## src/rtl/button_event_arbiter_pkg.sv

```systemverilog
// Shared definitions for pacing/arbitration blocks: FSM state encoding and
// width helpers for event indices and hold-off counters.
package button_event_arbiter_pkg;

    // Offer FSM: wait for work, present one event, then pace the consumer.
    typedef enum logic [1:0] {
        ST_IDLE  = 2'd0,
        ST_OFFER = 2'd1,
        ST_HOLD  = 2'd2
    } state_e;

    // Bits needed to index n sources (never less than 1).
    function automatic int id_width(input int n);
        return (n < 2) ? 1 : $clog2(n);
    endfunction

    // Bits needed to count down from gap-1 to 0 (never less than 1).
    function automatic int cnt_width(input int gap);
        return (gap < 1) ? 1 : $clog2(gap + 1);
    endfunction

endpackage

```

## src/rtl/button_event_arbiter_rr_pick.sv

```systemverilog
// Round-robin search: first set bit of pending_i at or above ptr_i, wrapping
// at WIDTH (not at 2^ID_W), so the returned index is always below WIDTH.
module button_event_arbiter_rr_pick #(
    parameter int WIDTH = 4,
    parameter int ID_W  = 2
) (
    input  logic [WIDTH-1:0] pending_i,
    input  logic [ID_W-1:0]  ptr_i,
    output logic             found_o,
    output logic [ID_W-1:0]  idx_o
);

    // Walk the sources in priority order starting at the pointer; first hit wins.
    always_comb begin
        int j;
        found_o = 1'b0;
        idx_o   = '0;
        j       = 0;
        for (int k = 0; k < WIDTH; k++) begin
            j = int'(ptr_i) + k;
            if (j >= WIDTH) begin
                j = j - WIDTH;
            end
            if (!found_o && pending_i[j[ID_W-1:0]]) begin
                found_o = 1'b1;
                idx_o   = j[ID_W-1:0];
            end
        end
    end

endmodule

```

## src/rtl/button_event_arbiter.sv

```systemverilog
// Shares one event consumer among `width` edge-detected pulse sources.
// Pulses are latched as pending requests, offered round-robin, and each
// accepted event is followed by GAP idle cycles. Lost pulses set a sticky
// per-source overrun flag.
//
// Handshake: event_valid/event_id are registered and held unchanged while
// event_valid=1; an event transfers on a clock edge where event_valid and
// event_ready are both 1. event_valid never depends combinationally on
// event_ready.
module button_event_arbiter
    import button_event_arbiter_pkg::*;
#(
    parameter  int width = 4,
    parameter  int GAP   = 10,
    localparam int ID_W  = id_width(width)
) (
    input  logic              clk,
    input  logic              rst_n,
    input  logic [width-1:0]  edge_pulse,
    output logic              event_valid,
    input  logic              event_ready,
    output logic [ID_W-1:0]   event_id,
    output logic [width-1:0]  overrun,
    input  logic              overrun_clear,
    output logic              busy
);

    localparam int            CW       = cnt_width(GAP);
    localparam logic [CW-1:0] GAP_LOAD = CW'((GAP > 0) ? GAP - 1 : 0);

    state_e             state_q, state_d;
    logic [width-1:0]   pending_q, pending_d;
    logic [width-1:0]   overrun_q, overrun_d;
    logic [ID_W-1:0]    rr_ptr_q, rr_ptr_d;
    logic [ID_W-1:0]    id_q, id_d;
    logic               valid_q, valid_d;
    logic [CW-1:0]      cnt_q, cnt_d;

    logic               pick_found;
    logic [ID_W-1:0]    pick_idx;
    logic               accept;
    logic [width-1:0]   accept_mask;

    button_event_arbiter_rr_pick #(
        .WIDTH (width),
        .ID_W  (ID_W)
    ) u_rr_pick (
        .pending_i (pending_q),
        .ptr_i     (rr_ptr_q),
        .found_o   (pick_found),
        .idx_o     (pick_idx)
    );

    // The offered event transfers this cycle; valid_q is 1 whenever in OFFER.
    assign accept      = (state_q == ST_OFFER) && event_ready;
    assign accept_mask = accept ? ({{(width-1){1'b0}}, 1'b1} << id_q) : '0;

    // Pending/overrun update: a pulse on the source being accepted re-arms it
    // (new event); a pulse on any other already-pending source is lost.
    always_comb begin
        pending_d = (pending_q & ~accept_mask) | edge_pulse;
        overrun_d = (overrun_clear ? '0 : overrun_q)
                  | (edge_pulse & pending_q & ~accept_mask);
    end

    // Offer FSM next-state and registered outputs.
    always_comb begin
        state_d  = state_q;
        valid_d  = valid_q;
        id_d     = id_q;
        rr_ptr_d = rr_ptr_q;
        cnt_d    = cnt_q;
        case (state_q)
            ST_IDLE: begin
                if (pick_found) begin
                    id_d    = pick_idx;
                    valid_d = 1'b1;
                    state_d = ST_OFFER;
                end
            end
            ST_OFFER: begin
                if (event_ready) begin
                    valid_d  = 1'b0;
                    rr_ptr_d = (id_q == ID_W'(width - 1)) ? '0 : id_q + ID_W'(1);
                    if (GAP > 0) begin
                        state_d = ST_HOLD;
                        cnt_d   = GAP_LOAD;
                    end else begin
                        state_d = ST_IDLE;
                    end
                end
            end
            ST_HOLD: begin
                if (cnt_q == '0) begin
                    state_d = ST_IDLE;
                end else begin
                    cnt_d = cnt_q - CW'(1);
                end
            end
            default: begin
                state_d = ST_IDLE;
                valid_d = 1'b0;
            end
        endcase
    end

    // State registers; reset takes effect immediately, even mid-handshake.
    always_ff @(posedge clk or negedge rst_n) begin
        if (!rst_n) begin
            state_q   <= ST_IDLE;
            pending_q <= '0;
            overrun_q <= '0;
            rr_ptr_q  <= '0;
            id_q      <= '0;
            valid_q   <= 1'b0;
            cnt_q     <= '0;
        end else begin
            state_q   <= state_d;
            pending_q <= pending_d;
            overrun_q <= overrun_d;
            rr_ptr_q  <= rr_ptr_d;
            id_q      <= id_d;
            valid_q   <= valid_d;
            cnt_q     <= cnt_d;
        end
    end

    assign event_valid = valid_q;
    assign event_id    = id_q;
    assign overrun     = overrun_q;
    assign busy        = (state_q != ST_IDLE) || (|pending_q);

endmodule

```

## config.mk

```make
export PLATFORM = sky130hd
export DESIGN_NAME = button_event_arbiter
export DESIGN_NICKNAME = d
export VERILOG_FILES = /design/src/rtl/button_event_arbiter_pkg.sv /design/src/rtl/button_event_arbiter_rr_pick.sv /design/src/rtl/button_event_arbiter.sv
export SDC_FILE = /design/constraint.sdc
export NUM_CORES = 1
export LEC_CHECK = 0
export BUFFER_PORTS_ARGS = -buffer_cell sky130_fd_sc_hd__buf_4
export CORE_ASPECT_RATIO = 1.5
export CORE_MARGIN = 1
export CORE_UTILIZATION = 48
export DETAILED_ROUTE_END_ITERATION = 6
export HOLD_SLACK_MARGIN = 0.1
export PLACE_DENSITY_LB_ADDON = 0.1
export SYNTH_ARGS = -nofsm -noshare
export SYNTH_HDL_FRONTEND = slang
export SYNTH_HIERARCHICAL = 1
export SYNTH_SLANG_ARGS = --single-unit
```

## constraint.sdc

```tcl
create_clock -name clk -period 2.9 [get_ports clk]
set_input_delay 0.435 -clock clk [delete_from_list [all_inputs] [get_ports clk]]
set_output_delay 0.435 -clock clk [all_outputs]
set_load 0.03 [all_outputs]
```

; Yosys cells after proc, flatten, opt, wreduce, memory -nomap -nowiden
; Index checks and enable logic that the tools add are counted.
[totals]
wordCells = 90
out_inout_bits = 8
regBits = 19
[op_classes]
n_shift = 1
n_lt_le_gt_ge = 8
reduce_logical = 18
eq_ne = 7
bitwise_logic = 7
n_addsub = 9
muxes = 33
[ops]
columns = op, count
row1 = two-way mux 2 bit, 12
row2 = two-way mux 4 bit, 4
row3 = bitwise AND 4 bit, 3
row4 = "less-than comparator 2 x 3 -> 1 bit, second input constant", 4
row5 = two-way mux 1 bit, 10
row6 = ">= comparator 3 bit, second input constant", 3
row7 = AND reduction 3 bit, 3
row8 = binary-select mux 1 bit (select 2 bit), 4
row9 = "inequality test 2 bit, second input constant", 4
row10 = OR 4 bit, 2
row11 = case mux 4 bit (2 select lines), 1
row12 = "subtractor 2 x 1 -> 2 bit, second input constant", 4
row13 = "adder 2 x 2 -> 3 bit, second input constant", 2
row14 = case mux 2 bit (3 select lines), 1
row15 = "equality test 2 bit, second input constant", 2
row16 = logical AND 1 bit, 4
row17 = zero test 4 bit, 1
row18 = NOT 4 bit, 1
row19 = AND reduction 2 bit, 2
row20 = nonzero test 2 bit, 2
row21 = OR reduction 4 bit, 1
row22 = "<< shifter 1 x 2 -> 4 bit, first input constant", 1
row23 = "subtractor 4 x 1 -> 4 bit, second input constant", 1
row24 = "adder 2 x 1 -> 3 bit, second input constant", 1
row25 = 8 further kinds, 10

; Logic depth before layout (Yosys ltp)
; Gate-level depths: netlist of run 1.
[logic_depth]
depth_word = 16
ltp_mapped = 5

; Hierarchy
; Netlist of run 1, hierarchy kept.
[by_module_without_submodules]
columns = mod, cells_per_inst, seq_area_each_um2, instances, area_per_inst_um2
row1 = button_event_arbiter, 78, 475.5, 1, 884.6
row2 = button_event_arbiter_rr_pick, 15, 0.0, 1, 77.6

; Least setup slack after synthesis of run 1
; Ideal clock, no wire load.
[synth_timing]
path_type = reg2out
from = reg pending_q[1]
to = out busy
n_path_buf = 0
arrival_time_ns = 0.893
t_required_ns = 2.465
stages_incl_launch_ff = 3
path_slack_ns = 1.572
cell_sequence = dfrtp_1 > nor4_1 > nand2_1
[synth_via]
elab_chain_cells = 2
[synth_rtl]
columns = element, line_no
row1 = from (decl), button_event_arbiter.sv:32  ; logic [width-1:0] pending_q, pending_d;
row2 = from (signal assigned), button_event_arbiter.sv:119  ; pending_q <= pending_d;
row3 = OR reduction 4 bit, button_event_arbiter.sv:131  ; assign busy = (state_q != ST_IDLE) || (|pending_q);
row4 = logical OR 1 bit, button_event_arbiter.sv:131
row5 = to (decl), button_event_arbiter.sv:25  ; output logic busy
; Every way passes these cells.

; Worst setup path in the final report of run 1
[layout_timing]
from = reg pending_q[0]
to = out busy
; Same word-level chain as after synthesis.

==> results of run 1 <==
==> worst min path at each step <==
stage                              end     startpoint  slack, ns  cells after the start
after floorplan               cnt_q[0]          rst_n       0.14                      0
after global placement      overrun[3]          rst_n       0.32                      1
after detailed placement    overrun[3]          rst_n       0.32                      1
after CTS                 pending_q[1]  edge_pulse[1]       0.32                      2
after global routing      pending_q[1]  edge_pulse[1]       0.31                      2
final                     pending_q[1]  edge_pulse[1]       0.32                      2
==> final cells by class <==
| class | instances | area [sq um] | share of cell area (%) |
|---|---|---|---|
| Clock inverter | 1 | 5.00 | 0.444 |
| Clock buffer | 3 | 22.5 | 2.00 |
| Inverter | 13 | 48.8 | 4.33 |
| Multi-Input combinational cell | 60 | 427 | 37.8 |
| Sequential cell | 19 | 475 | 42.2 |
| Tap cell | 21 | 26.3 | 2.33 |
| Timing Repair Buffer | 16 | 123 | 10.9 |
==> repair_timing <==
action | 4_1_cts | 5_1_grt
resized for setup | 0 | 0
setup buffers | 0 | 0
hold buffers | 1 | 0
endpoints found under the hold margin | 19 | 0
==> sequential cells by signal (all words and copies together) (netlist names) <==
signal,count
overrun,4
rr_ptr_q,2
cnt_q,4
pending_q,4
state_q,2
event_valid,1
event_id,2
==> cells in the final DEF, fill, tap and decap left out, types with 2 or more instances in the layout <==
cell | synthesis | final
a21o_1 | 3 | 3
inv_1 | 12 | 12
a21oi_1 | 7 | 7
and2b_2 | 2 | 2
nand3_1 | 3 | 3
mux2i_1 | 2 | 2
ha_1 | 5 | 5
nand2_1 | 11 | 11
clkbuf_4 | 0 | 3
buf_4 | 0 | 15
nor2_1 | 5 | 5
mux2_2 | 2 | 2
a21o_2 | 2 | 2
dfrtp_1 | 19 | 19
a32o_1 | 5 | 5
==> power by group through the flow <==
stage	clock (uW)	combinational, uW	sequential [uW]
floorplan	0	284	488
global placement	0	436	447
detailed placement	0	445	453
CTS	135	448	446
global route	146	491	459
finish	128	441	445
==> synthesized netlist by cell type, types with 2 or more instances <==
library cell   n
nor2_1         5
inv_1         12
a32o_1         5
nand3_1        3
ha_1           5
mux2_2         2
and2b_2        2
a21o_2         2
a21oi_1        7
nand2_1       11
mux2i_1        2
dfrtp_1       19
a21o_1         3
==> metrics by stage <==
step	hold WS (ns)	power [uW]	instance area, sq um
after floorplan	0.139	773	962
after global placement	0.320	882	1090
after detailed placement	0.321	898	1090
after CTS	0.317	1030	1130
after global routing	0.314	1100	1130
final	0.324	1010	1130
==> metal layers <==
layer	global-route usage (%)	wire length [um]	vias up	part of all wire [%]
li1	-	-	360	-
met1	20.9	754	331	44
met2	31.4	898	8	53
met3	3.56	43	2	2.5
met4	4.43	8	0	0.47
met5	0	0	-	0
==> logic make-up after synthesis <==
group	Yosys count
and+or+nand+nor	28
AOI/OAI and AO/OA	23
DFF	19
buffers and inverters	14
adders and majority gates	5
muxes	4
==> metrics.md, run 1 <==
| Metric | Value |
|---|---|
| Post-Layout Cell Count | 133 |
| Worst setup path class | reg -> out |
| Overall die area | about 0.0022 sq mm |
| RR Endpoint | overrun[1] |
| Reg2reg setup slack | between 1.5 and 2 ns |
| Data required time of the critical path | between 2 and 2.5 ns |
| Largest family of logic cells by synthesized area | compound AO/OA/AOI/OAI gates |
| Crit start category | register |
| Vias per cell | between 5 and 6 |
| Critical path endpoint category | output port |
| Worst Clk Skew | ~0.0032 ns |
| Worst Setup SP | pending_q[0] |
| Share of total power in the clock network | 12.7% |
| Placement Setup Slack | 1.44 ns |
| Worst-margin pin slew | between 0.3 and 0.4 ns |
| Synth Area in Simple Gates | 14.6% |
| Pwr Density | roughly 900 mW/mm^2 |
| Synthesis-to-layout area growth | 17.2% |
| Final Slew Violations | 0 |
| Grt ovf | 0 |
| Post-synthesis register bit count | 19 |
| Top_reg_cell synth | dfrtp_1 |
| Mapped cell area | 962 sq um |
| Mapped Avg Cell Area | about 10 sq um |
| Synth top area cells | dfrtp_1 49%, ha_1 6.5%, a32o_1 5.2%, inv_1 4.7%, nand2_1 4.3% |
| Share of cells above drive strength 1 | around a quarter |
| Post-synthesis sequential area ratio | between 40% and 50% |
| CP endpoint | busy |
| Initial antenna violation count | 0 |
| Final HPWL DP | roughly 1.3 mm |
| Internal power | roughly 600 uW |
| Largest net degree at the start of global routing | 20 |
| Highest-delay cell along the critical path | dfrtp_1 |
| CTS Root Buffer Type | clkbuf_4 |
| WL/cell | 12.8 um |
| Critical path depth | 3 |
| XOR/XNOR Fraction of Synth Area | 0% |
| First-pass GRT wire length | 2.83 mm |
| Multiplexer share of the synthesized area | 4.42% |
| Setup ws final | between 1 and 1.5 ns |
| Total Routing Usage GR | approximately 18% |
| Final setup viols | 0 |
| H-tree Lvls | 1 |
| Initial Util | between 50 and 60% |
| Crit path max fanout | 7 |
| Worst Hold Class | in -> reg |
| Worst vdd ir | about 560 uV |
| Fin. Hold Viols | 0 |
| Maxcap violations | 0 |
| Clk pin slew, worst setup/hold paths | roughly 0.10 ns |
| EDFF count, synth | 0 |
| Cell family contributing the most delay on the critical path | flip-flops |
| R2r worst-path depth | 3 |
| P_leak | ~0.00056 uW |
| Synth Area in Compound Gates | 18.9% |
| Yosys warns | 6 |
| Routed vias | roughly 700 |
| Achievable Freq | between 500 and 600 MHz |
| Clock sinks | 19 |
| Post-Synth Adder-Cell Area | under 10% |
| Slew headroom | around 80% |
| Sw frac | about 40% |
| TritonCTS Buffers | 3 |
| Chip width | between 30 and 40 um |
| # fillers | about 180 |
| Initial DRC count | 6 |
| Dpl cells | around 130 |
| Final cell utilization of the core | between 60% and 70% |
| CTS Buffer Depth | 2 |
| Period minus WS final | ~1.8 ns |
| Routed Antenna Nets | 0 |
| Part of the power in registers | 43.8% |
| Comb power frac | a little over two fifths |
| Synth Net Count | between 100 and 150 |
| Worst skew pair latency | just under 0.3 ns |
| Drt total wl | around 1.7 mm |
| Library cells used by synthesis | 28 |
| Largest area contributor in the netlist | dfrtp_1 |
| Switching power | between 400 and 500 uW |
| Final net count | ~130 |
| Worst R2R Start | state_q[1] |
| Worst EP arrival | about 1.4 ns |
| ANT cells | 0 |
| Yosys top cell area share | about half |
| DR pass1 iterations | 2 |
| DRC violations left | 0 |
| Number of port buffers | 15 |
| Status | finished clean |
| CTS tree | built |
| Die Ht | 56.8 um |
| Vias in the first global route | ~670 |
| Core area | 0.00185 sq mm |
| CP max stage delay | roughly 0.47 ns |
| IO Count | 16 |
| Buf+Inv Stages, Crit Path | 1 |
| Row count | 19 |
| Syn Inst Count | 93 |
| Worst path cell trace | nor4_1 -> nand2_1 -> buf_4 |
| Gpl congestion | approximately 0.80 |
| Final setup TNS | 0 ns |
| Final period utilization | between 60% and 70% |
| Asr flop ratio synth | 100% |
| Unrepaired setup endpoints after global routing | no |
Power figures use the tool's default switching activity.
==> inputs of run 2 (changes only) <==
- clock period: 2.9 -> 1.6 ns (I/O delays scaled with it)
==> run 2 against run 1 <==
Sequential power is 82% higher. Critical path depth stayed put. Clock power is 88% higher. Utilization is 1.6 points higher. Highest routed layer unchanged. Cell count is 2.3% higher. Routed wire length is 11% higher. Combinational power is 90% higher. Critical path type unchanged. Via count is 5.7% higher. Global-route usage is 1.6 points higher.
==> metrics.md, run 2 (synthesis results as in run 1) <==
| Metric | Value |
|---|---|
| Status | finished clean (unchanged) |
| Final Slew Violations | 0 (unchanged) |
| Number of port buffers | 15 (unchanged) |
| Multi-input gate area | 433 sq um (was 427 sq um) |
| H-tree Lvls | 1 (unchanged) |
| Achievable Freq | between 600 and 700 MHz |
| Slew headroom | 80.7% (was 79.6%) |
| Clk pin slew, worst setup/hold paths | 0.10 ns (about the same) |
| Commonest cells after routing, fill and taps aside | 18 x buf_4, 17 x dfrtp_1, 12 x inv_1, 11 x nand2_1, 7 x a21oi_1 (was 19 x dfrtp_1, 15 x buf_4, 12 x inv_1, 11 x nand2_1, 7 x a21oi_1) |
| Final setup viols | 0 (unchanged) |
| Worst Hold Class | in -> reg (unchanged) |
| CTS Root Buffer Type | clkbuf_4 (unchanged) |
| Metal2 WL | 1.04 mm (was 898 um) |
| Final setup TNS | 0 ns (unchanged) |
| Core area | 0.00185 sq mm (unchanged) |
| Final period utilization | 95.6% |
| Total Routing Usage GR | 19.4% (was 17.8%) |
| Worst skew pair latency | 0.30 ns (was 0.29 ns) |
| CTS Buffer Depth | 2 (unchanged) |
| Commonest non-fill, non-tap cell in the layout | buf_4 (was dfrtp_1) |
| Pwr Density | 1630 mW/mm^2 (was 900 mW/mm^2) |
| Clock sinks | 19 (unchanged) |
| DR pass1 iterations | 6 (was 2) |
| TritonCTS Buffers | 3 (unchanged) |
| Setup ws final | 0.0705 ns (was 1.11 ns) |
| Final HPWL DP | 1.39 mm (was 1.34 mm) |
| Routed Antenna Nets | 0 (unchanged) |
| Register area | 478 sq um (was 475 sq um) |
| Overall die area | 0.00219 sq mm (unchanged) |
| Die Ht | 56.8 um (unchanged) |
| First-pass GRT wire length | 2.99 mm (was 2.83 mm) |
| Initial antenna violation count | 0 (unchanged) |
| Worst setup path class | reg -> out (unchanged) |
| ANT cells | 0 (unchanged) |
| Worst-margin pin slew | 0.289 ns (was 0.306 ns) |
| Worst Clk Skew | 0.00319 ns (was 0.00324 ns) |
| Placement Setup Slack | 0.254 ns (was 1.44 ns) |
| DRT met1 WL | 731 um (was 754 um) |
| Vias per cell | 5.45 (was 5.27) |
| Maxcap violations | 0 (unchanged) |
| Data required time of the critical path | 1.36 ns (was 2.47 ns) |
| Grt ovf | 0 (unchanged) |
| WL/cell | 13.9 um (was 12.8 um) |
| Gpl congestion | 0.821 (was 0.800) |
| Drt total wl | 1.89 mm (was 1.70 mm) |
| Hold-critical path depth | 2 (unchanged) |
| Worst EP arrival | 1.29 ns (was 1.36 ns) |
| Crit path max fanout | 4 (was 7) |
| Share of cells above drive strength 1 | 27.8% (was 24.1%) |
| Met3 wire len | 61 um (was 43 um) |
| Vias in the first global route | 714 (was 665) |
| Placement-stage cell area | 0.00109 sq mm (unchanged) |
| Initial Util | 51.9% (unchanged) |
| R2r worst-path depth | 5 (was 3) |
| Post-route design area | 0.00116 sq mm (was 0.00113 sq mm) |
| Initial DRC count | 5 (was 6) |
| Worst vdd ir | 981 uV (was 557 uV) |
| Synthesis-to-layout area growth | 20.3% (was 17.2%) |
| Fin. Hold Viols | 0 (unchanged) |
| Crit start category | register (unchanged) |
| Largest net degree at the start of global routing | 20 (unchanged) |
| P_leak | 0.000567 uW (was 0.000558 uW) |
| IO Count | 16 (unchanged) |
| DRC violations left | 0 (unchanged) |
| # fillers | 180 (was 176) |
| Period minus WS final | 1.53 ns |
| Routed vias | 741 (was 701) |
| Top routing layer in use | met4 (unchanged) |
| Row count | 19 (unchanged) |
| CTS tree | built (unchanged) |
| Final net count | 129 (was 126) |
| Chip width | 38.6 um (unchanged) |
| Critical path endpoint category | output port (unchanged) |
run 2: cell count changes in the layout (fill, tap and decap cells not counted):
cell / before / now
dfrtp_1: 19 / 17
nor4_2: 0 / 1
nor4_1: 1 / 0
clkinv_2: 1 / 0
dfrtp_2: 0 / 2
buf_4: 15 / 18
clkbuf_1: 0 / 1
run 2: cell type report:
cell class,instances,share of cell area [%]
well taps,21,2.27
multi-input cells,60,37.4
flip-flops and latches,19,41.3
clock buffers,4,2.27
repair buffers,19,12.5
inverters,13,4.22
run 2: critical path: stages (launching register included):
cell and delay (ns):
dfrtp_2 0.45, nor4_2 0.29, nand2_1 0.09, buf_4 0.17
run 2: path summary, 6_finish.rpt:
path                          startpoint      endpoint  slack, ns
max                         pending_q[1]          busy       0.07
min reg2reg                   overrun[1]    overrun[1]       0.51
min                        edge_pulse[2]  pending_q[2]       0.12
min in group asynchronous          rst_n    overrun[3]       0.34
max in group asynchronous          rst_n  pending_q[0]       1.04
max reg2reg                     cnt_q[0]      cnt_q[0]       0.24
run 2: metrics by stage:
step | hold slack (ns) | total power (uW) | util, % | std cells
global route | 0.102 | 2050 | 62.4 | 136
floorplan | -0.0556 | 1400 | - | 93
CTS | 0.115 | 1890 | 61.1 | 133
detailed placement | 0.127 | 1630 | 58.8 | 128
global placement | 0.123 | 1610 | 58.8 | 128
finish | 0.124 | 1890 | 62.4 | 136
run 2: what timing repair did:
item / CTS / global route
endpoints found under the setup margin: 1 / 1
hold buffers: 1 / 0
buffers inserted: 0 / 3
endpoints found under the hold margin: 19 / 0
resized for setup: 1 / 2
run 2: metal layers:
| metal | up-vias | track usage [%] |
|---|---|---|
| met5 | - | 0 |
| met2 | 19 | 33.3 |
| met3 | 7 | 3.56 |
| li1 | 362 | - |
| met4 | 0 | 10.3 |
| met1 | 353 | 21.1 |
run 2: where the power goes:
group	total [uW]	switching, uW	internal (uW)	leakage [uW]
clock network	241	144	97.2	0.0000150
registers	810	173	637	0.000211
logic	836	439	397	0.000341
==> inputs of run 3 (changes only) <==
- CORE_MARGIN: 1 -> default
- CORE_UTILIZATION: 48 -> 45
==> run 3 against run 2 <==
Sequential power hardly changed. Fmax up 0.30%. Routed wire length decreased by 7.4%. Setup slack improved by 0.0045 ns. Non-clock buffer count shrank 2. Largest power group is now registers. Cell count fell by 0.74%. Largest cell class unchanged. Highest routed layer unchanged. Cell area shrank 1.2%.
==> metrics.md, run 3 (synthesis results as in run 1) <==
| Metric | Value |
|---|---|
| Status | finished clean (unchanged) |
| Clk pin slew, worst setup/hold paths | 0.11 ns (was 0.10 ns) |
| H-tree Lvls | 1 (unchanged) |
| Hold-critical path depth | 2 (unchanged) |
| CTS tree | built (unchanged) |
| DRC violations left | 0 (unchanged) |
| P_leak | 0.000559 uW (was 0.000567 uW) |
| Final cell utilization of the core | 56.4% (was 62.4%) |
| Number of port buffers | 15 (unchanged) |
| Hold path start | edge_pulse[1] (was edge_pulse[2]) |
| Worst vdd ir | 760 uV (was 981 uV) |
| Final setup viols | 0 (unchanged) |
| Final Slew Violations | 0 (unchanged) |
| Cell family contributing the most delay on the critical path | flip-flops (unchanged) |
| Critical path endpoint category | output port (unchanged) |
| Die Ht | 58.6 um (was 56.8 um) |
| Grt ovf | 0 (unchanged) |
| Data required time of the critical path | 1.36 ns (about the same) |
| Worst skew pair latency | 0.29 ns (was 0.30 ns) |
| Core area | 0.00203 sq mm (was 0.00185 sq mm) |
| WL/cell | 13.0 um (was 13.9 um) |
| Synthesis-to-layout area growth | 18.9% (was 20.3%) |
| First-pass GRT wire length | 2.86 mm (was 2.99 mm) |
| Pwr Density | 1620 mW/mm^2 (was 1630 mW/mm^2) |
| Worst path cell trace | nor4_2 -> nand2_1 -> buf_4 (unchanged) |
| Hold WS | 0.132 ns (was 0.124 ns) |
| Achievable Freq | 656 MHz (was 654 MHz) |
| Worst Clk Skew | 0.00692 ns (was 0.00319 ns) |
| Final period utilization | 95.3% (was 95.6%) |
| Final setup TNS | 0 ns (unchanged) |
| Crit start category | register (unchanged) |
| CTS Root Buffer Type | clkbuf_4 (unchanged) |
| R2r worst-path depth | 5 (unchanged) |
| Final HPWL DP | 1.35 mm (was 1.39 mm) |
| Highest-delay cell along the critical path | dfrtp_2 (unchanged) |
| Commonest non-fill, non-tap cell in the layout | dfrtp_1 (was buf_4) |
| Reg2reg setup slack | 0.24 ns (about the same) |
| Initial Util | 47.5% (was 51.9%) |
| Final net count | 127 (was 129) |
| Routed Antenna Nets | 0 (unchanged) |
| Post-route design area | 0.00114 sq mm (was 0.00116 sq mm) |
| Largest net degree at the start of global routing | 20 (unchanged) |
| Slew headroom | 80.3% (was 80.7%) |
| Share of cells above drive strength 1 | 26.5% (was 27.8%) |
| RR Endpoint | cnt_q[0] (unchanged) |
| CP max stage delay | 0.47 ns (was 0.45 ns) |
| ANT cells | 0 (unchanged) |
| Placement-stage cell area | 0.00109 sq mm (about the same) |
| Clock sinks | 19 (unchanged) |
| Crit path max fanout | 7 (was 4) |
| Worst EP arrival | 1.29 ns (about the same) |
| Hold Path End | pending_q[1] (was pending_q[2]) |
| Chip width | 39.8 um (was 38.6 um) |
| Commonest cells after routing, fill and taps aside | 17 x dfrtp_1, 16 x buf_4, 12 x inv_1, 11 x nand2_1, 7 x a21oi_1 (was 18 x buf_4, 17 x dfrtp_1, 12 x inv_1, 11 x nand2_1, 7 x a21oi_1) |
| Total Routing Usage GR | 18.4% (was 19.4%) |
| Drt total wl | 1.75 mm (was 1.89 mm) |
| IO Count | 16 (unchanged) |
| Initial DRC count | 9 (was 5) |
| Unrepaired setup endpoints after global routing | no |
| Initial antenna violation count | 0 (unchanged) |
| Vias per cell | 5.27 (was 5.45) |
| Overall die area | 0.00233 sq mm (was 0.00219 sq mm) |
| Maxcap violations | 0 (unchanged) |
| Period minus WS final | 1.53 ns (about the same) |
| Gpl congestion | 0.722 (was 0.821) |
| Worst-margin pin slew | 0.295 ns (was 0.289 ns) |
| Post-Layout Cell Count | 135 (was 136) |
| DR pass1 iterations | 4 (was 6) |
| Row count | 20 (was 19) |
| Dpl cells | 129 (was 128) |
| Worst R2R Start | cnt_q[0] (unchanged) |
| Fin. Hold Viols | 0 (unchanged) |
| Vias in the first global route | 701 (was 714) |
| CTS Buffer Depth | 2 (unchanged) |
| Routed vias | 712 (was 741) |
| TritonCTS Buffers | 3 (unchanged) |
| Worst setup path class | reg -> out (unchanged) |
| Worst Hold Class | in -> reg (unchanged) |
| Buf+Inv Stages, Crit Path | 1 (unchanged) |
[run 3: how the worst max path moves through the flow]
stage                            start       end  slack (ns)  cells after the start
after floorplan               cnt_q[0]  cnt_q[0]        0.37                      5
after global placement        cnt_q[0]  cnt_q[0]        0.27                      5
after detailed placement      cnt_q[0]  cnt_q[0]        0.26                      5
after CTS                 pending_q[1]      busy        0.03                      3
after global routing      pending_q[0]      busy       0.004                      3
final                     pending_q[0]      busy        0.07                      3
[run 3: repair_timing]
action                                  4_1_cts  5_1_grt
hold buffers                                  1        0
endpoints found under the setup margin        1        1
setup buffers                                 0        1
endpoints found under the hold margin        19        0
resized for setup                             1        2
[run 3: area by class of cell]
type | instances | area (sq um)
clock buffer | 4 | 26.3
fill | 183 | 883
tap | 22 | 27.5
timing repair buffer | 17 | 130
inverter | 13 | 48.8
multi-input combinational | 60 | 433
sequential | 19 | 478
[run 3: per-layer routing]
metal  up-vias  share of wire [%]  track usage, %
met5         -                  0               0
met4         0                1.2            10.3
met3         2                3.0            2.26
met2        11                 57            35.1
met1       340                 39            16.8
li1        359                  -               -
[run 3: report_power, final]
part	switching (uW)	leakage, uW	internal [uW]
Sequential	172	0.000211	637
Clock	141	0.0000150	96.8
Combinational	424	0.000333	382
[run 3: per-stage QoR]
stage,setup slack [ns],total power [uW]
floorplan,0.370,1400
global placement,0.270,1620
detailed placement,0.261,1630
CTS,0.0254,1870
global route,0.00391,2010
finish,0.0750,1850
